<file path="config.mk">
export PLATFORM = sky130hd
export DESIGN_NAME = clk_lock_supervisor
export DESIGN_NICKNAME = d
export VERILOG_FILES = /design/src/rtl/clk_lock_supervisor.sv
export SDC_FILE = /design/constraint.sdc
export NUM_CORES = 1
export LEC_CHECK = 0
export CORE_ASPECT_RATIO = 0.7
export CORE_UTILIZATION = 40
export DETAILED_ROUTE_END_ITERATION = 8
export PLACE_DENSITY_LB_ADDON = 0.12
export SLEW_MARGIN = 10
export SYNTH_ARGS = -nofsm -noshare
export SYNTH_HDL_FRONTEND = slang
export SYNTH_SLANG_ARGS = --single-unit
</file>
<file path="constraint.sdc">
create_clock -name clk_i -period 5.9 [get_ports clk_i]
set_input_delay 1.77 -clock clk_i [delete_from_list [all_inputs] [get_ports clk_i]]
set_output_delay 1.77 -clock clk_i [all_outputs]
set_load 0.02 [all_outputs]
</file>
<file path="src/rtl/clk_lock_supervisor.sv">
// ----------------------------------------------------------------------------
// clk_lock_supervisor
//
// Consumer-side supervisor for a DCM stage. The block:
//   - pulses the DCM reset,
//   - waits for LOCKED,
//   - requires LOCKED to stay high for a settle window before it raises READY,
//   - retries failed lock attempts a bounded number of times before FAIL,
//   - re-initialises the DCM when lock is lost while READY.
//
// Optional build macro: CLK_SUPERVISOR_STATUS_EN
//   When defined, synchronised STATUS[1] (CLKIN stopped) or STATUS[2]
//   (CLKFX stopped) is treated as loss of lock in SETTLE and READY.
//   When undefined, the STATUS port is present but ignored, and no STATUS
//   synchroniser is built.
//
// All outputs are flops loaded from the next-state decode, so they line up
// with the current state without any combinational path to the pins.
// ----------------------------------------------------------------------------
module clk_lock_supervisor #(
  parameter int RST_CYCLES    = 4,
  parameter int LOCK_TIMEOUT  = 65536,
  parameter int SETTLE_CYCLES = 1024,
  parameter int MAX_RETRY     = 7,
  parameter int CNT_W         = 8
) (
  input  logic             clk_i,
  input  logic             rst_n_i,
  input  logic             locked_i,
  input  logic [7:0]       status_i,
  input  logic             restart_i,
  output logic             dcm_rst_o,
  output logic             ready_o,
  output logic             fail_o,
  output logic [CNT_W-1:0] retry_cnt_o,
  output logic [CNT_W-1:0] loss_cnt_o
);

  // --------------------------------------------------------------------------
  // Shared timer sizing: it must be able to hold the largest terminal count
  // used by any state.
  // --------------------------------------------------------------------------
  localparam int TMAX_A = (RST_CYCLES > LOCK_TIMEOUT) ? RST_CYCLES : LOCK_TIMEOUT;
  localparam int TMAX   = (TMAX_A > SETTLE_CYCLES) ? TMAX_A : SETTLE_CYCLES;
  localparam int TW     = $clog2(TMAX + 1);

  // Terminal counts, pre-sized to the timer width.
  localparam logic [TW-1:0] RST_LAST    = TW'(RST_CYCLES - 1);
  localparam logic [TW-1:0] LOCK_LAST   = TW'(LOCK_TIMEOUT - 1);
  localparam logic [TW-1:0] SETTLE_LAST = TW'(SETTLE_CYCLES - 1);
  localparam logic [TW-1:0] TIMER_ONE   = TW'(1);

  localparam logic [CNT_W-1:0] RETRY_LIMIT = CNT_W'(MAX_RETRY);
  localparam logic [CNT_W-1:0] CNT_ONE     = CNT_W'(1);
  localparam logic [CNT_W-1:0] CNT_MAX     = {CNT_W{1'b1}};

  // --------------------------------------------------------------------------
  // FSM encoding
  // --------------------------------------------------------------------------
  localparam logic [2:0] ST_RST_ASSERT = 3'd0;
  localparam logic [2:0] ST_WAIT_LOCK  = 3'd1;
  localparam logic [2:0] ST_SETTLE     = 3'd2;
  localparam logic [2:0] ST_READY      = 3'd3;
  localparam logic [2:0] ST_FAIL       = 3'd4;

  // --------------------------------------------------------------------------
  // Helpers
  // --------------------------------------------------------------------------
  // Saturating increment for the loss counter: it must never wrap back to 0.
  function automatic logic [CNT_W-1:0] sat_inc(input logic [CNT_W-1:0] val);
    logic [CNT_W-1:0] res;
    if (val == CNT_MAX) begin
      res = CNT_MAX;
    end else begin
      res = val + CNT_ONE;
    end
    return res;
  endfunction

  // --------------------------------------------------------------------------
  // State and datapath registers
  // --------------------------------------------------------------------------
  logic [2:0]       state_q,   state_d;
  logic [TW-1:0]    timer_q,   timer_d;
  logic [CNT_W-1:0] retry_q,   retry_d;
  logic [CNT_W-1:0] loss_q,    loss_d;
  logic             dcm_rst_q;
  logic             ready_q;
  logic             fail_q;

  // Synchroniser stages for LOCKED.
  logic             lock_meta_q;
  logic             lock_sync_q;

  // Qualified lock views used by the FSM.
  logic             lk_s;        // synced LOCKED only
  logic             lk_run_s;    // synced LOCKED, optionally masked by STATUS
  logic             clk_stop_s;  // synced "clock stopped" indication
  logic             retry_ok_s;  // another attempt is still allowed
  logic             unused_status_s;

  // Bring the asynchronous LOCKED into the CLK domain through two flops.
  always_ff @(posedge clk_i) begin
    if (!rst_n_i) begin
      lock_meta_q <= 1'b0;
      lock_sync_q <= 1'b0;
    end else begin
      lock_meta_q <= locked_i;
      lock_sync_q <= lock_meta_q;
    end
  end

`ifdef CLK_SUPERVISOR_STATUS_EN
  // STATUS[2:1] synchroniser; bit 0 of the pair is STATUS[1], bit 1 is STATUS[2].
  logic [1:0] st_meta_q;
  logic [1:0] st_sync_q;

  // Bring the asynchronous STATUS clock-stopped flags into the CLK domain.
  always_ff @(posedge clk_i) begin
    if (!rst_n_i) begin
      st_meta_q <= 2'b00;
      st_sync_q <= 2'b00;
    end else begin
      st_meta_q <= status_i[2:1];
      st_sync_q <= st_meta_q;
    end
  end

  assign clk_stop_s      = |st_sync_q;
  assign unused_status_s = ^{status_i[7:3], status_i[0]};
`else
  // STATUS is ignored in this build; the port remains for pin compatibility.
  assign clk_stop_s      = 1'b0;
  assign unused_status_s = ^status_i;
`endif

  assign lk_s       = lock_sync_q;
  assign lk_run_s   = lock_sync_q & ~clk_stop_s;
  assign retry_ok_s = (retry_q < RETRY_LIMIT);

  // Next-state, timer and counter logic for the supervisor FSM.
  always_comb begin
    state_d = state_q;
    timer_d = timer_q;
    retry_d = retry_q;
    loss_d  = loss_q;

    if (restart_i) begin
      // RESTART wins over every other transition, but a lock loss seen in
      // READY during the same cycle is still recorded.
      state_d = ST_RST_ASSERT;
      timer_d = '0;
      retry_d = '0;
      if ((state_q == ST_READY) && !lk_run_s) begin
        loss_d = sat_inc(loss_q);
      end else begin
        loss_d = loss_q;
      end
    end else begin
      case (state_q)
        ST_RST_ASSERT: begin
          if (timer_q == RST_LAST) begin
            state_d = ST_WAIT_LOCK;
            timer_d = '0;
          end else begin
            timer_d = timer_q + TIMER_ONE;
          end
        end

        ST_WAIT_LOCK: begin
          if (lk_s) begin
            state_d = ST_SETTLE;
            timer_d = '0;
          end else if (timer_q == LOCK_LAST) begin
            // Lock timeout: retry or give up.
            timer_d = '0;
            if (retry_ok_s) begin
              retry_d = retry_q + CNT_ONE;
              state_d = ST_RST_ASSERT;
            end else begin
              state_d = ST_FAIL;
            end
          end else begin
            timer_d = timer_q + TIMER_ONE;
          end
        end

        ST_SETTLE: begin
          if (!lk_run_s) begin
            // Lock did not hold through the settle window: retry or give up.
            timer_d = '0;
            if (retry_ok_s) begin
              retry_d = retry_q + CNT_ONE;
              state_d = ST_RST_ASSERT;
            end else begin
              state_d = ST_FAIL;
            end
          end else if (timer_q == SETTLE_LAST) begin
            state_d = ST_READY;
            timer_d = '0;
            retry_d = '0;
          end else begin
            timer_d = timer_q + TIMER_ONE;
          end
        end

        ST_READY: begin
          if (!lk_run_s) begin
            // Run-time loss of lock: count it and re-initialise the DCM.
            state_d = ST_RST_ASSERT;
            timer_d = '0;
            loss_d  = sat_inc(loss_q);
          end else begin
            timer_d = '0;
          end
        end

        ST_FAIL: begin
          // Parked until RESTART or reset.
          state_d = ST_FAIL;
          timer_d = '0;
        end

        default: begin
          // Unreachable encodings recover through a fresh DCM reset.
          state_d = ST_RST_ASSERT;
          timer_d = '0;
        end
      endcase
    end
  end

  // State, counters and registered output decode.
  always_ff @(posedge clk_i) begin
    if (!rst_n_i) begin
      state_q   <= ST_RST_ASSERT;
      timer_q   <= '0;
      retry_q   <= '0;
      loss_q    <= '0;
      dcm_rst_q <= 1'b1;
      ready_q   <= 1'b0;
      fail_q    <= 1'b0;
    end else begin
      state_q   <= state_d;
      timer_q   <= timer_d;
      retry_q   <= retry_d;
      loss_q    <= loss_d;
      dcm_rst_q <= (state_d == ST_RST_ASSERT);
      ready_q   <= (state_d == ST_READY);
      fail_q    <= (state_d == ST_FAIL);
    end
  end

  assign dcm_rst_o   = dcm_rst_q;
  assign ready_o     = ready_q;
  assign fail_o      = fail_q;
  assign retry_cnt_o = retry_q;
  assign loss_cnt_o  = loss_q;

endmodule

</file>
# After elaboration in Yosys (flattened, before gate mapping)
# Index checks and enable logic that the tools add are counted.
# W data, S select, Z words.
[word_totals]
regBits = 41
inputBits = 12
output_inout_bits = 19
wordCells = 64
[op_classes]
addsub = 3
n_lt_le_gt_ge = 1
eq_ne = 15
mux = 26
n_bitwise = 1
n_reduce_logical = 9
[ops]
columns = ["operator", "n"]
rows = [
  ["$mux W17", 5],
  ["$mux W8", 10],
  ["$pmux W17 S3", 1],
  ["$mux W3", 8],
  ["$add A17 B1 Y17 const B", 1],
  ["$eq A17 B10 Y1 const B", 1],
  ["$eq A17 B16 Y1 const B", 1],
  ["$eq A17 B2 Y1 const B", 1],
  ["$add A8 B1 Y8 const B", 2],
  ["$pmux W8 S2", 1],
  ["$pmux W3 S5", 1],
  ["$eq A3 B2 Y1 const B", 3],
  ["$eq A8 B8 Y1 const B", 1],
  ["$lt A8 B3 Y1 const B", 1],
  ["$eq A3 B3 Y1 const B", 2],
  ["$logic_not A3 Y1", 2],
  ["$ne A2 B2 Y1 const B", 3],
  ["$reduce_and A4 Y1", 1],
  ["$reduce_bool A2 Y1", 2],
  ["$eq A3 B1 Y1 const B", 1],
  ["$ne A3 B3 Y1 const B", 1],
  ["$reduce_and A3 Y1", 1],
  ["$ne A2 B1 Y1 const B", 1],
  ["$reduce_or A2 Y1", 1],
  ["other kinds (3)", 3],
]

# Logic depth before layout (Yosys ltp)
[logic_depth]
ltp_word = 7
mapped_depth = 11
mapped_depth_nobuf = 11

# Worst setup path after synthesis
# Ideal clock, no wire load.
[synth_path]
path_kind = "input -> register"
from = "input restart_i"
to = "register timer_q[10]"
setup_time_ps = 64
t_arrival_ps = 2952
required_time_ps = 5836
slack_ps = 2884
path_stages = 7
path_cell_list = "nand2b_1 > clkbuf_1 > or4_1 > a21oi_2 > a211oi_4 > buf_6 > nor2_1"
[synth_via]
elab_chain_len = 1
[synth_rtl]
columns = ["item", "line_no", "rtl"]
rows = [
  ["start, declared", "31", "input logic restart_i,"],
  ["$reduce_or A2 Y1 (no line)", "-", ""],
  ["end signal, assigned", "245", "timer_q <= timer_d;"],
  ["end, declared", "84", "logic [TW-1:0] timer_q, timer_d;"],
]
# No other way between the ends.
# A chain may end at the register's enable or synchronous reset.

# Final worst setup path
[layout_path]
from = "input rst_n_i"
to = "register timer_q[14]"
[layout_via]
elab_chain_len = 2
[layout_rtl]
columns = ["item", "line_no", "rtl"]
rows = [
  ["start, declared", "28", "input logic rst_n_i,"],
  ["$not A1 Y1 (no line)", "-", ""],
  ["$reduce_or A2 Y1 (no line)", "-", ""],
]
# No other way between the ends.

==> results.sh <==
export IMPL_grt_pass1_vias=1247
export IMPL_numCtsBuffers=5
export IMPL_max_freq_mhz=299
export IMPL_final_cell_mix="41 x dfxtp_1, 38 x nor2_1, 22 x clkdlybuf4s50_1"
export IMPL_fillers=413
export IMPL_end_kind="flip-flop"
export IMPL_final_hold_viol_count=0
export IMPL_ir_drop_mv=0.123
export IMPL_clk_pin_slew_worst_paths_ns=0.08
export IMPL_p_per_area_mw_per_mm2=222
export IMPL_start_util=0.421
export IMPL_rsz0062_at_grt="no"
export IMPL_fin_util=0.502
export IMPL_status="complete, no violations"
export IMPL_power_clock_fraction=0.408
export IMPL_final_common_cell="dfxtp_1"
export IMPL_synth_warnings=0
export IMPL_synthFlopType="dfxtp_1"
export IMPL_drt_wirelength_per_cell_um=12.3
export IMPL_dr_pass1_iters=4
export IMPL_synth_nets=230
export IMPL_period_share=0.568
export IMPL_p_leak_uw=0.000747
export IMPL_place_area_mm2=0.00211
export IMPL_ctsHoldBuffers=0
export IMPL_drive_gt1_frac=0.0633
export IMPL_gr_usage_all_layers=0.157
export IMPL_ant_nets=0
export IMPL_post_route_min_period_ns=3.35
export IMPL_grt_max_degree=17
export IMPL_swShare=0.210
export IMPL_vias=1477
export IMPL_hold_class="flip-flop to flip-flop"
export IMPL_finalSetupViolCount=0
export IMPL_chipWidth_um=83.4
export IMPL_worst_pin_slew_ns=1.01
export IMPL_hpwlAfterDp_um=2530
export IMPL_drc=0
export IMPL_antenna_cells=0
export IMPL_maxCapViolCount=0
export IMPL_synth_yosys_seq_area_share=0.443
export IMPL_syn_area_per_cell_um2=8.70
export IMPL_setup_worst_path_start_class="input pin"
export IMPL_num_nets_final=253
export IMPL_cts_tree="yes"
export IMPL_slew_viol_final=0
export IMPL_antenna_found_initial=0
export IMPL_coreArea_mm2=0.00440
export IMPL_maxSlewHeadroom=0.317
export IMPL_synthCells=213
export IMPL_synth_distinct_cells=41
export IMPL_gr_total_overflow=0
export IMPL_syn2layout_area_growth_pct=19.4
export IMPL_p_int_uw=388
export IMPL_gp_congestion=0.774
export IMPL_cp_required_ns=6.05
export IMPL_async_flop_share=0
export IMPL_post_cts_buffers=0
export IMPL_io_pins=31
export IMPL_cts_root_buf="clkbuf_8"
export IMPL_netlist_area_mm2=0.00185
export IMPL_grt_pass1_wl_um=5980
export IMPL_tns_ns=0
export IMPL_max_stage_delay_ns=0.58
export IMPL_dieArea_mm2=0.00491
export IMPL_cts_buffer_depth=2
export IMPL_synth_seq_cells=41
export IMPL_stdcell_area_mm2=0.00221
export IMPL_portBuffers=22
export IMPL_crit_arrival_ns=3.50
export IMPL_h_tree_depth=2
export IMPL_cp_max_fo=16
export IMPL_synth_edf_count=0
export IMPL_pwr_share_comb=0.024
export IMPL_fp_dieH_um=58.9
export IMPL_skew_ns=0.00658
export IMPL_vias_per_cell=5.06
export IMPL_cts_sinks=41
export IMPL_row_count=20
export IMPL_drt_total_wl_um=3590
export IMPL_initialDrtViolationCount=80
export IMPL_cp_cell_sequence="clkdlybuf4s50_1 -> nand2b_1 -> or4_1 -> a21oi_2 -> a211oi_4 -> nor2_1"
export IMPL_cts_resized=0
export IMPL_p_sw_uw=103
export IMPL_crit_path_top_delay_cell="a211oi_4"
export IMPL_critPathKind="input pin to flip-flop"
export IMPL_worst_skew_pair_late_latency_ns=0.29
export IMPL_p_seq_frac=0.568
==> area by class of cell <==
class,count,area [µm²],share of cell area
Tap cell,55,68.8,0.0311
Clock buffer,7,96.3,0.0436
Clock inverter,1,5.00,0.00226
Timing Repair Buffer,22,220,0.0995
Multi-Input combinational cell,160,978,0.442
Inverter,6,22.5,0.0102
Sequential cell,41,821,0.371
==> critical path, delay by kind of cell <==
kind	cells	cell delay [ns]
AOI/OAI and AO/OA	2	0.63
buffers and inverters	1	0.48
and+or+nand+nor	3	0.61
==> path summary, 6_finish.rpt <==
check	end	slack, ns	startpoint	cells past startpoint
setup / recovery	timer_q[14]	2.55	rst_n_i	6
hold / removal	lk_run_s	0.44	lock_meta_q	1
setup reg to reg	retry_cnt_o[3]	3.34	timer_q[0]	11
hold reg to reg	lk_run_s	0.44	lock_meta_q	1
==> registers in the layout (all words and copies together), names as in the netlist <==
register,flops
state_q,3
lock_meta_q,1
lk_run_s,1
fail_o,1
dcm_rst_o,1
retry_cnt_o,8
timer_q,17
loss_cnt_o,8
ready_o,1
==> Yosys cell counts (2+ instances only) <==
| cell | number | area share |
|---|---|---|
| o21a_1 | 2 | 0.0081 |
| nand2_1 | 17 | 0.034 |
| nor2_1 | 38 | 0.077 |
| or3_1 | 2 | 0.0068 |
| and2_1 | 3 | 0.010 |
| nand2b_1 | 4 | 0.014 |
| nor2b_1 | 3 | 0.010 |
| nor3_1 | 5 | 0.014 |
| nand4_1 | 10 | 0.034 |
| nand4b_1 | 2 | 0.0095 |
| xnor2_1 | 7 | 0.033 |
| clkbuf_1 | 4 | 0.0081 |
| ha_1 | 5 | 0.034 |
| a21oi_1 | 12 | 0.032 |
| o21ai_0 | 3 | 0.0081 |
| dfxtp_1 | 41 | 0.44 |
| or4_1 | 3 | 0.012 |
| a22oi_1 | 2 | 0.0081 |
| inv_1 | 6 | 0.012 |
| a211oi_1 | 4 | 0.016 |
| xor2_1 | 9 | 0.043 |
| nand3_1 | 7 | 0.019 |
| and3_1 | 6 | 0.020 |
==> per-stage QoR <==
step | hold WS [ns] | power [µW] | instances | setup WS, ns
6_report | 0.442 | 491 | 292 | 2.55
5_1_grt | 0.463 | 513 | 292 | 2.37
4_1_cts | 0.447 | 497 | 292 | 2.51
3_5_place_dp | 0.428 | 297 | 284 | 2.20
3_3_place_gp | 0.425 | 298 | 284 | 2.17
2_1_floorplan | 0.412 | 294 | 213 | 2.88
==> routing by layer <==
layer	global-route usage	vias up	part of all wire
li1	-	789	-
met2	0.198	18	0.37
met4	0.0591	0	0.013
met5	0	-	0
met1	0.244	663	0.59
met3	0.0435	7	0.030
==> power by group through the flow <==
stage,Combinational [µW],Clock (µW),Sequential (µW)
after floorplan,8.43,0,285
after global placement,12.2,0,285
after detailed placement,11.9,0,285
after CTS,12.0,206,279
after global routing,13.1,220,279
final,11.7,201,279
==> cells by family after synthesis <==
kind of cell,after synthesis,share of synthesized area
xor gates and xnor gates,16,0.0756
adders and majority gates,5,0.0338
DFF,41,0.443
and+or+nand+nor,110,0.314
AOI/OAI and AO/OA,29,0.105
buffers and inverters,12,0.0290
Note: power is estimated with default switching activity, not from simulation.
